`config.mk`:
```
export PLATFORM = sky130hd
export DESIGN_NAME = sp_bank_unit
export DESIGN_NICKNAME = d
export VERILOG_FILES = /design/src/rtl/sp_bank_unit.sv
export SDC_FILE = /design/constraint.sdc
export NUM_CORES = 1
export LEC_CHECK = 0
export ABC_AREA = 1
export CAP_MARGIN = 25
export CORE_MARGIN = 1
export CORE_UTILIZATION = 35
export CTS_CLUSTER_DIAMETER = 30
export DETAILED_ROUTE_END_ITERATION = 16
export DONT_BUFFER_PORTS = 1
export GPL_ROUTABILITY_DRIVEN = 0
export SYNTH_ARGS = -nofsm -noshare
export SYNTH_HDL_FRONTEND = slang
export SYNTH_SLANG_ARGS = --single-unit
```
`constraint.sdc`:
```
create_clock -name clk -period 31.1 [get_ports clk]
set_input_delay 3.11 -clock clk [delete_from_list [all_inputs] [get_ports clk]]
set_output_delay 3.11 -clock clk [all_outputs]
set_load 0.01 [all_outputs]
```
`src/rtl/sp_bank_unit.sv`:
```
// Banked stack-pointer unit: NUM_SP pointers with per-bank bounds, bounds-checked
// push/pop stepping, sticky overflow/underflow flags and a registered fault pulse.
module sp_bank_unit #(
  parameter int               WIDTH      = 32,
  parameter int               NUM_SP     = 4,
  parameter int               STEP       = 4,
  parameter logic [WIDTH-1:0] RESET_SP   = '0,
  parameter logic [WIDTH-1:0] IDLE_VALUE = '0,
  localparam int              SEL_W      = $clog2(NUM_SP)
) (
  input  logic              clk,
  input  logic              rst,
  input  logic [SEL_W-1:0]  sel,
  input  logic              we,
  input  logic [WIDTH-1:0]  write_data,
  input  logic              push,
  input  logic              pop,
  input  logic              lim_we,
  input  logic              lim_hi,
  input  logic              flag_clr,
  input  logic              re,
  output logic [WIDTH-1:0]  read_data,
  output logic [NUM_SP-1:0] ovf_flags,
  output logic [NUM_SP-1:0] udf_flags,
  output logic              fault
);

  localparam logic [WIDTH:0] STEP_X = (WIDTH+1)'(STEP);

  logic [WIDTH-1:0]  r_sp [NUM_SP];
  logic [WIDTH-1:0]  r_lo [NUM_SP];
  logic [WIDTH-1:0]  r_hi [NUM_SP];
  logic [NUM_SP-1:0] r_ovf;
  logic [NUM_SP-1:0] r_udf;
  logic              r_fault;

  logic [WIDTH-1:0]  w_sp_cur;
  logic [WIDTH:0]    w_sp_dec;
  logic [WIDTH:0]    w_sp_inc;
  logic              w_push_go;
  logic              w_pop_go;
  logic              w_ovf_evt;
  logic              w_udf_evt;

  // Extra MSB of the WIDTH+1 result is the borrow (push) or carry (pop).
  function automatic logic push_ok(input logic [WIDTH:0] nx, input logic [WIDTH-1:0] lo);
    return !nx[WIDTH] && (nx[WIDTH-1:0] >= lo);
  endfunction

  function automatic logic pop_ok(input logic [WIDTH:0] nx, input logic [WIDTH-1:0] hi);
    return !nx[WIDTH] && (nx[WIDTH-1:0] <= hi);
  endfunction

  assign w_sp_cur  = r_sp[sel];
  assign w_sp_dec  = {1'b0, w_sp_cur} - STEP_X;
  assign w_sp_inc  = {1'b0, w_sp_cur} + STEP_X;

  // A write overrides stepping; push together with pop cancels out.
  assign w_push_go = push & ~pop & ~we;
  assign w_pop_go  = pop & ~push & ~we;
  assign w_ovf_evt = w_push_go & ~push_ok(w_sp_dec, r_lo[sel]);
  assign w_udf_evt = w_pop_go  & ~pop_ok(w_sp_inc, r_hi[sel]);

  always_ff @(posedge clk or posedge rst) begin
    if (rst) begin
      for (int b = 0; b < NUM_SP; b++) begin
        r_sp[b] <= RESET_SP;
        r_lo[b] <= '0;
        r_hi[b] <= '1;
      end
      r_ovf   <= '0;
      r_udf   <= '0;
      r_fault <= 1'b0;
    end else begin
      if (we) begin
        r_sp[sel] <= write_data;
      end else if (w_push_go && !w_ovf_evt) begin
        r_sp[sel] <= w_sp_dec[WIDTH-1:0];
      end else if (w_pop_go && !w_udf_evt) begin
        r_sp[sel] <= w_sp_inc[WIDTH-1:0];
      end
      if (lim_we) begin
        if (lim_hi) begin
          r_hi[sel] <= write_data;
        end else begin
          r_lo[sel] <= write_data;
        end
      end
      // A fault in the same cycle as a clear leaves the flag set.
      r_ovf[sel] <= w_ovf_evt | (r_ovf[sel] & ~flag_clr);
      r_udf[sel] <= w_udf_evt | (r_udf[sel] & ~flag_clr);
      r_fault    <= w_ovf_evt | w_udf_evt;
    end
  end

  assign read_data = re ? w_sp_cur : IDLE_VALUE;
  assign ovf_flags = r_ovf;
  assign udf_flags = r_udf;
  assign fault     = r_fault;

endmodule

```
; Yosys cells after proc, flatten, opt, wreduce, memory -nomap -nowiden
; Cells that the tools add are included.
[totals]
reg_bits = 393
latch_bits = 0
mem_bits_rw = 0
romBits = 0
out_inout_bits = 41
word_cells = 83
memories = 0
[classes]
add_sub_neg = 2
multipliers = 0
n_div = 0
order_cmp = 6
n_eq_ne = 0
shift = 0
n_mux = 28
bitwise = 19
reduce_logical = 13
[ops]
columns = op, n
row1 = bitwise mux 128 bit, 5
row2 = 2-to-1 mux 128 bit, 3
row3 = 2-to-1 mux 32 bit, 8
row4 = binary-select mux 32 bit (select 2 bit), 3
row5 = demux 32 bit (select 2 bit), 1
row6 = "adder 32 x 3 -> 33 bit, second input constant", 1
row7 = "subtractor 32 x 3 -> 33 bit, second input constant", 1
row8 = >= comparator 32 bit, 1
row9 = <= comparator 32 bit, 1
row10 = bitwise AND 1 bit, 8
row11 = bitwise mux 4 bit, 2
row12 = inverter 1 bit, 7
row13 = logical AND 1 bit, 6
row14 = binary-select mux 1 bit (select 2 bit), 2
row15 = logical NOT 1 bit, 4
row16 = AND reduction 2 bit, 2
row17 = ">= comparator 3 bit, second input constant", 1
row18 = "less-than comparator 2 x 3 -> 1 bit, second input constant", 1
row19 = "less-than comparator 3 x 1 -> 1 bit, second input constant", 1
row20 = 2-to-1 mux 1 bit, 3
row21 = inverter 2 -> 3 bit, 1
row22 = bitwise OR 1 bit, 3
row23 = nonzero test 3 bit, 1
row24 = demux 1 bit (select 2 bit), 1
row25 = ">= comparator 2 x 1 -> 1 bit, second input constant", 1

; Depth between registers and ports, before layout
[depth]
ltp_word = 14
ltp_mapped = 33

; Worst setup path after synthesis
; No wires, ideal clock.
[synth_path]
kind = input port to output port
start = in sel[1]
end = out read_data[0]
t_arrival_ns = 4.106
required_time_ns = 27.990
setup_slack_ns = 23.884
path_stages = 6
n_path_buf = 1
path_cell_list = buf_4 -> nor2_2 -> inv_1 -> o22ai_1 -> a221oi_1 -> nor2_1
[synth_via]
elab_chain_len = 5
[synth_rtl]
columns = element, line_no
row1 = start: declaration, 13  ; input logic [SEL_W-1:0] sel,
row2 = inverter 2 -> 3 bit (implied by the code), 54  ; assign w_sp_cur = r_sp[sel];
row3 = binary-select mux 32 bit (select 2 bit), 54
row4 = 2-to-1 mux 32 bit (implied by the code) (2 in series), 54
row5 = 2-to-1 mux 32 bit, 96  ; assign read_data = re ? w_sp_cur : IDLE_VALUE;
row6 = end: declaration, 22  ; output logic [WIDTH-1:0] read_data,
; No other way between the ends. The select of a mux whose other input is x is not followed.

; Worst setup path after layout
[layout_path]
start = in sel[0]
end = reg r_sp[122] in the netlist's numbering
[layout_via]
elab_chain_len = 13
elab_cells_between_ends = 38
cone_classes = 2 x add/sub / 4 x order compare / 17 x mux / 5 x bitwise / 10 x reduce/logical
[layout_rtl]
columns = element, line_no
row1 = inverter 2 -> 3 bit (implied by the code) *, -
row2 = binary-select mux 32 bit (select 2 bit), 54
row3 = 2-to-1 mux 32 bit (implied by the code) (2 in series), 54
row4 = subtractor 32 x 3 -> 33 bit, 55  ; assign w_sp_dec = {1'b0, w_sp_cur} - STEP_X;
row5 = >= comparator 32 bit or logical NOT 1 bit (tied branches), 47  ; return !nx[WIDTH] && (nx[WIDTH-1:0] >= lo);
row6 = logical AND 1 bit, 47
row7 = inverter 1 bit, 61  ; assign w_ovf_evt = w_push_go & ~push_ok(w_sp_dec, r_lo[sel]);
row8 = bitwise AND 1 bit, 61
row9 = logical NOT 1 bit, 77  ; end else if (w_push_go && !w_ovf_evt) begin
row10 = logical AND 1 bit, 77
row11 = 2-to-1 mux 128 bit, 77
row12 = 2-to-1 mux 128 bit, 75  ; if (we) begin
row13 = end signal: indexed assignment, 76  ; r_sp[sel] <= write_data;
row14 = end signal: indexed assignment, 78  ; r_sp[sel] <= w_sp_dec[WIDTH-1:0];
row15 = end signal: indexed assignment, 80  ; r_sp[sel] <= w_sp_inc[WIDTH-1:0];
row16 = end: declaration, 30  ; logic [WIDTH-1:0] r_sp [NUM_SP];
; Mark *: on every way between the ends. The rest lies on a longest branch, timed or not. The select of a mux whose other input is x is not followed.
; A chain may end at the register's enable or synchronous reset.

==> summary.txt <==
Worst hold path
  – Hold path depth: 2
  – Min-delay src: r_sp[7]$_DFFE_PP0P_
  – Worst Hold End: r_sp[7]$_DFFE_PP0P_
  – Worst hold path class: reg -> reg

Drt
  – Vias: roughly 19000
  – Avg WL per Cell: between 15 and 20 um
  – 1st-iter DRT viols: between 1500 and 2000
  – First drt pass iteration count: 6
  – Vias per cell: approximately 5.3
  – Final WL: between 70000 and 80000 um
  – # DRC: 0
  – Antenna-violating nets left: 0

STA
  – Max frequency: roughly 110 MHz
  – Setup TNS: 0 ns
  – Final hold vios: 0
  – Worst-Margin Slew: between 0.9 and 1 ns
  – Skew final: ~0.017 ns
  – RSZ-0062 raised after global routing: no
  – Setup violations, final: 0
  – Tcrit/Tclk final: 29.5%
  – Max Transition Viols Final: 0
  – Min Tclk post-route: roughly 9.2 ns
  – Slew HR: between 30% and 40%

Die
  – Core Area: ~60000 um^2
  – Row Count: 90
  – Die X: around 250 um
  – I/O pins: 84
  – Starting density of the core: 35.6%
  – Chip Height: 250 um
  – Die ar.: roughly 63000 um^2

Critical path
  – Top delay family on crit path: simple AND/OR/NAND/NOR gates
  – Crit path DAT: roughly 10 ns
  – Buf+Inv Stages, Crit Path: 4
  – WP data required: between 30 and 40 ns
  – Crit path largest cell delay: between 0.8 and 0.9 ns
  – Slowest library cell on the worst path: nand2_1
  – Critical Path End Type: flop
  – Reg-to-reg endpoint: r_sp[122]$_DFFE_PP0P_
  – Startpoint Class: primary input
  – Worst r2r src: r_sp[3]$_DFFE_PP0P_
  – Reg-to-reg slack, setup: between 20 and 25 ns
  – Most common cell on crit path: nand2_1
  – Crit path max fanout: 77
  – Worst r2r path cells: 24
  – Crit Path Category: in -> reg

Global routing
  – First-pass GRT wire length: approximately 110000 um
  – Initial antenna violation count: 0
  – GRT Util Overall: 22.7%
  – Largest net degree at the start of global routing: 116
  – GRT overflow: 0
  – Vias in the first global route: 18400

Placement
  – Post-DP Area: 22000 um^2
  – HPWL Detailed: about 46000 um
  – Placed insts: around 3500
  – I/O Buffers: 0

Synthesis
  – Post-synth cell types: 38
  – Top cells by area, synth: dfrtp_1, nand2_1, dfstp_2, o21ai_0, nor2_1
  – Syn Area/Cell: 7.71 um^2
  – #FFs+latches synth: 393
  – Mapped Area: between 20000 and 25000 um^2
  – Post-synthesis net count: approximately 2900
  – Seq/Total Area, Yosys: ~46%
  – Post-synth top area share: between 30% and 40%
  – Yosys top cell by area: dfrtp_1
  – Synth Warn #: 0
  – Syn Inst Count: 2800

Clock network
  – CTS Hold Buffers Added: 0
  – Post-CTS setup buffer count: 0
  – Cells resized by post-CTS repair: 0
  – Clock Tree Buf Depth: 3
  – Clock Latency Late Sink: approximately 0.64 ns
  – CTS H-tree depth: 3
  – CTS root buf: clkbuf_16
  – CTS tree: built
  – Total CTS buffers: 91
  – Clock input transition at the sequential cells of the worst setup and hold paths: approximately 0.04 ns
  – CTS sink count: 393

Pwr
  – Pwr dens: around 89 nW/um^2
  – Internal power: 0.00152 W
  – Final Power: approximately 0.0023 W
  – Sequential Power Share: between 30 and 40%
  – Comb pwr share: about a quarter
  – Clock power share: between 40% and 50%
  – Leakage power total: 12.3 nW
  – Worst vdd ir: between 0.03 and 0.04 mV
  – Sw Ratio: between 30% and 40%
  – Net load switching power: roughly 0.00073 W

Run
  – Max cap viols: 0

Outcome
  – Run status: completed

Final layout
  – Post-route cell area: roughly 25000 um^2
  – Multi-input combinational cell area: just over 10000 um^2
  – Antenna cell count: 0
  – Layout area overhead: 16.8%
  – Share of cells above drive strength 1: around an eighth
  – FF/Latch Area: approximately 10000 um^2
  – Final nets: 2879
  – Fill count: between 6000 and 7000
  – Non-filler cells, final: 3629
[worst max path at each step]
stage	startpoint	to	slack [ns]	cells past startpoint
floorplan	rst	fault$_DFF_PP0_	17.28	1
detailed placement	sel[0]	r_sp[122]$_DFFE_PP0P_	21.43	27
global placement	sel[0]	r_sp[26]$_DFFE_PP0P_	21.41	27
CTS	sel[0]	r_sp[0]$_DFFE_PP0P_	22.05	26
global route	sel[0]	r_sp[44]$_DFFE_PP0P_	21.42	27
finish	sel[0]	r_sp[122]$_DFFE_PP0P_	21.92	27
[cell type report]
cell class                      instances  share of cell area (%)
Clock inverter                         49                    2.68
Tap cell                              782                    3.88
Multi-Input combinational cell       2118                    40.8
Clock buffer                          121                    10.1
Inverter                              147                    2.26
Sequential cell                       393                    39.7
Timing Repair Buffer                   19                   0.566
[worst min-delay path, stage by stage (launching register included)]
cell,delay (ns)
dfrtp_1,0.33
nand2_1,0.05
nand2_1,0.05
[per-layer routing]
metal  GRT usage, %  vias up  wire [um]
met5              0        -          0
met4           8.94        0       2140
met3           3.98      143       5060
met2           34.7      715      31400
met1           31.7     9248      31700
li1               -     9098          -
[state kept, by name, summed over array words and instances, names as in the netlist]
register   cells
udf_flags      4
fault          1
r_lo         128
r_hi         128
r_sp         128
ovf_flags      4
[cells in the mapped netlist]
cell / count
o22ai_1: 10
inv_2: 12
a31oi_1: 4
dfrtp_1: 265
ha_1: 66
buf_1: 1
a221oi_1: 62
and2_1: 2
nor3_1: 8
a22oi_1: 7
nand2_2: 11
nand2_4: 2
nor2_4: 10
nand3_1: 100
o21ai_0: 276
xor2_1: 31
nor4_1: 2
inv_1: 131
o21a_1: 2
a22o_1: 61
nor2_1: 229
a21o_1: 1
o21ai_1: 10
buf_6: 21
nand2_1: 1118
buf_2: 20
a21oi_1: 64
buf_4: 11
buf_8: 1
inv_4: 4
nand3_4: 2
nor2_2: 19
nand4_1: 15
clkbuf_1: 88
dfstp_2: 128
nand3_2: 2
nor2_8: 1
nand2_8: 3
[stage by stage]
stage / worst slack (ns) / utilization, % / hold WS [ns]
after CTS: 22.05 / 41.5 / 0.479
after global placement: 21.41 / 36.2 / 0.464
after detailed placement: 21.43 / 36.2 / 0.466
after floorplan: 17.28 / - / 0.449
after global routing: 21.42 / 41.5 / 0.487
final: 21.92 / 41.5 / 0.475
[placed cells by master (no fill, tap or decap), types with 4 or more instances in the layout]
cell,instances
nand2_2,18
clkbuf_16,91
nand3_1,100
nand2_1,1111
inv_2,12
inv_6,5
inv_4,4
buf_4,19
nor2_4,12
clkinvlp_4,7
nor2_1,228
dfrtp_1,265
a21oi_1,64
dfstp_2,128
a221oi_1,62
nor2_2,18
a22o_1,61
ha_1,66
xor2_1,31
clkinv_2,20
o21ai_1,10
nor3_1,8
o22ai_1,10
a22oi_1,7
bufinv_16,15
nand4_1,15
a31oi_1,4
inv_1,130
clkbuf_8,16
o21ai_0,276
clkbuf_1,14
[logic make-up (layout without fill, tap and decap cells)]
| group | Yosys count | in the layout | share of synthesized area (%) |
|---|---|---|---|
| simple gates | 1524 | 1524 | 28.6 |
| compound gates | 497 | 497 | 13.9 |
| flops | 393 | 393 | 46.3 |
| buf+inv | 289 | 336 | 6.16 |
| fa+ha+maj | 66 | 66 | 3.83 |
| xor+xnor | 31 | 31 | 1.26 |
[power by group through the flow]
stage               Combinational, W  Sequential (W)  Clock, W
floorplan                   0.000385        0.000711         0
global route                0.000601        0.000740   0.00104
CTS                         0.000523        0.000724   0.00101
detailed placement          0.000520        0.000728         0
global placement            0.000514        0.000728         0
finish                      0.000529        0.000726  0.000998
Note: power is estimated with default switching activity, not from simulation.
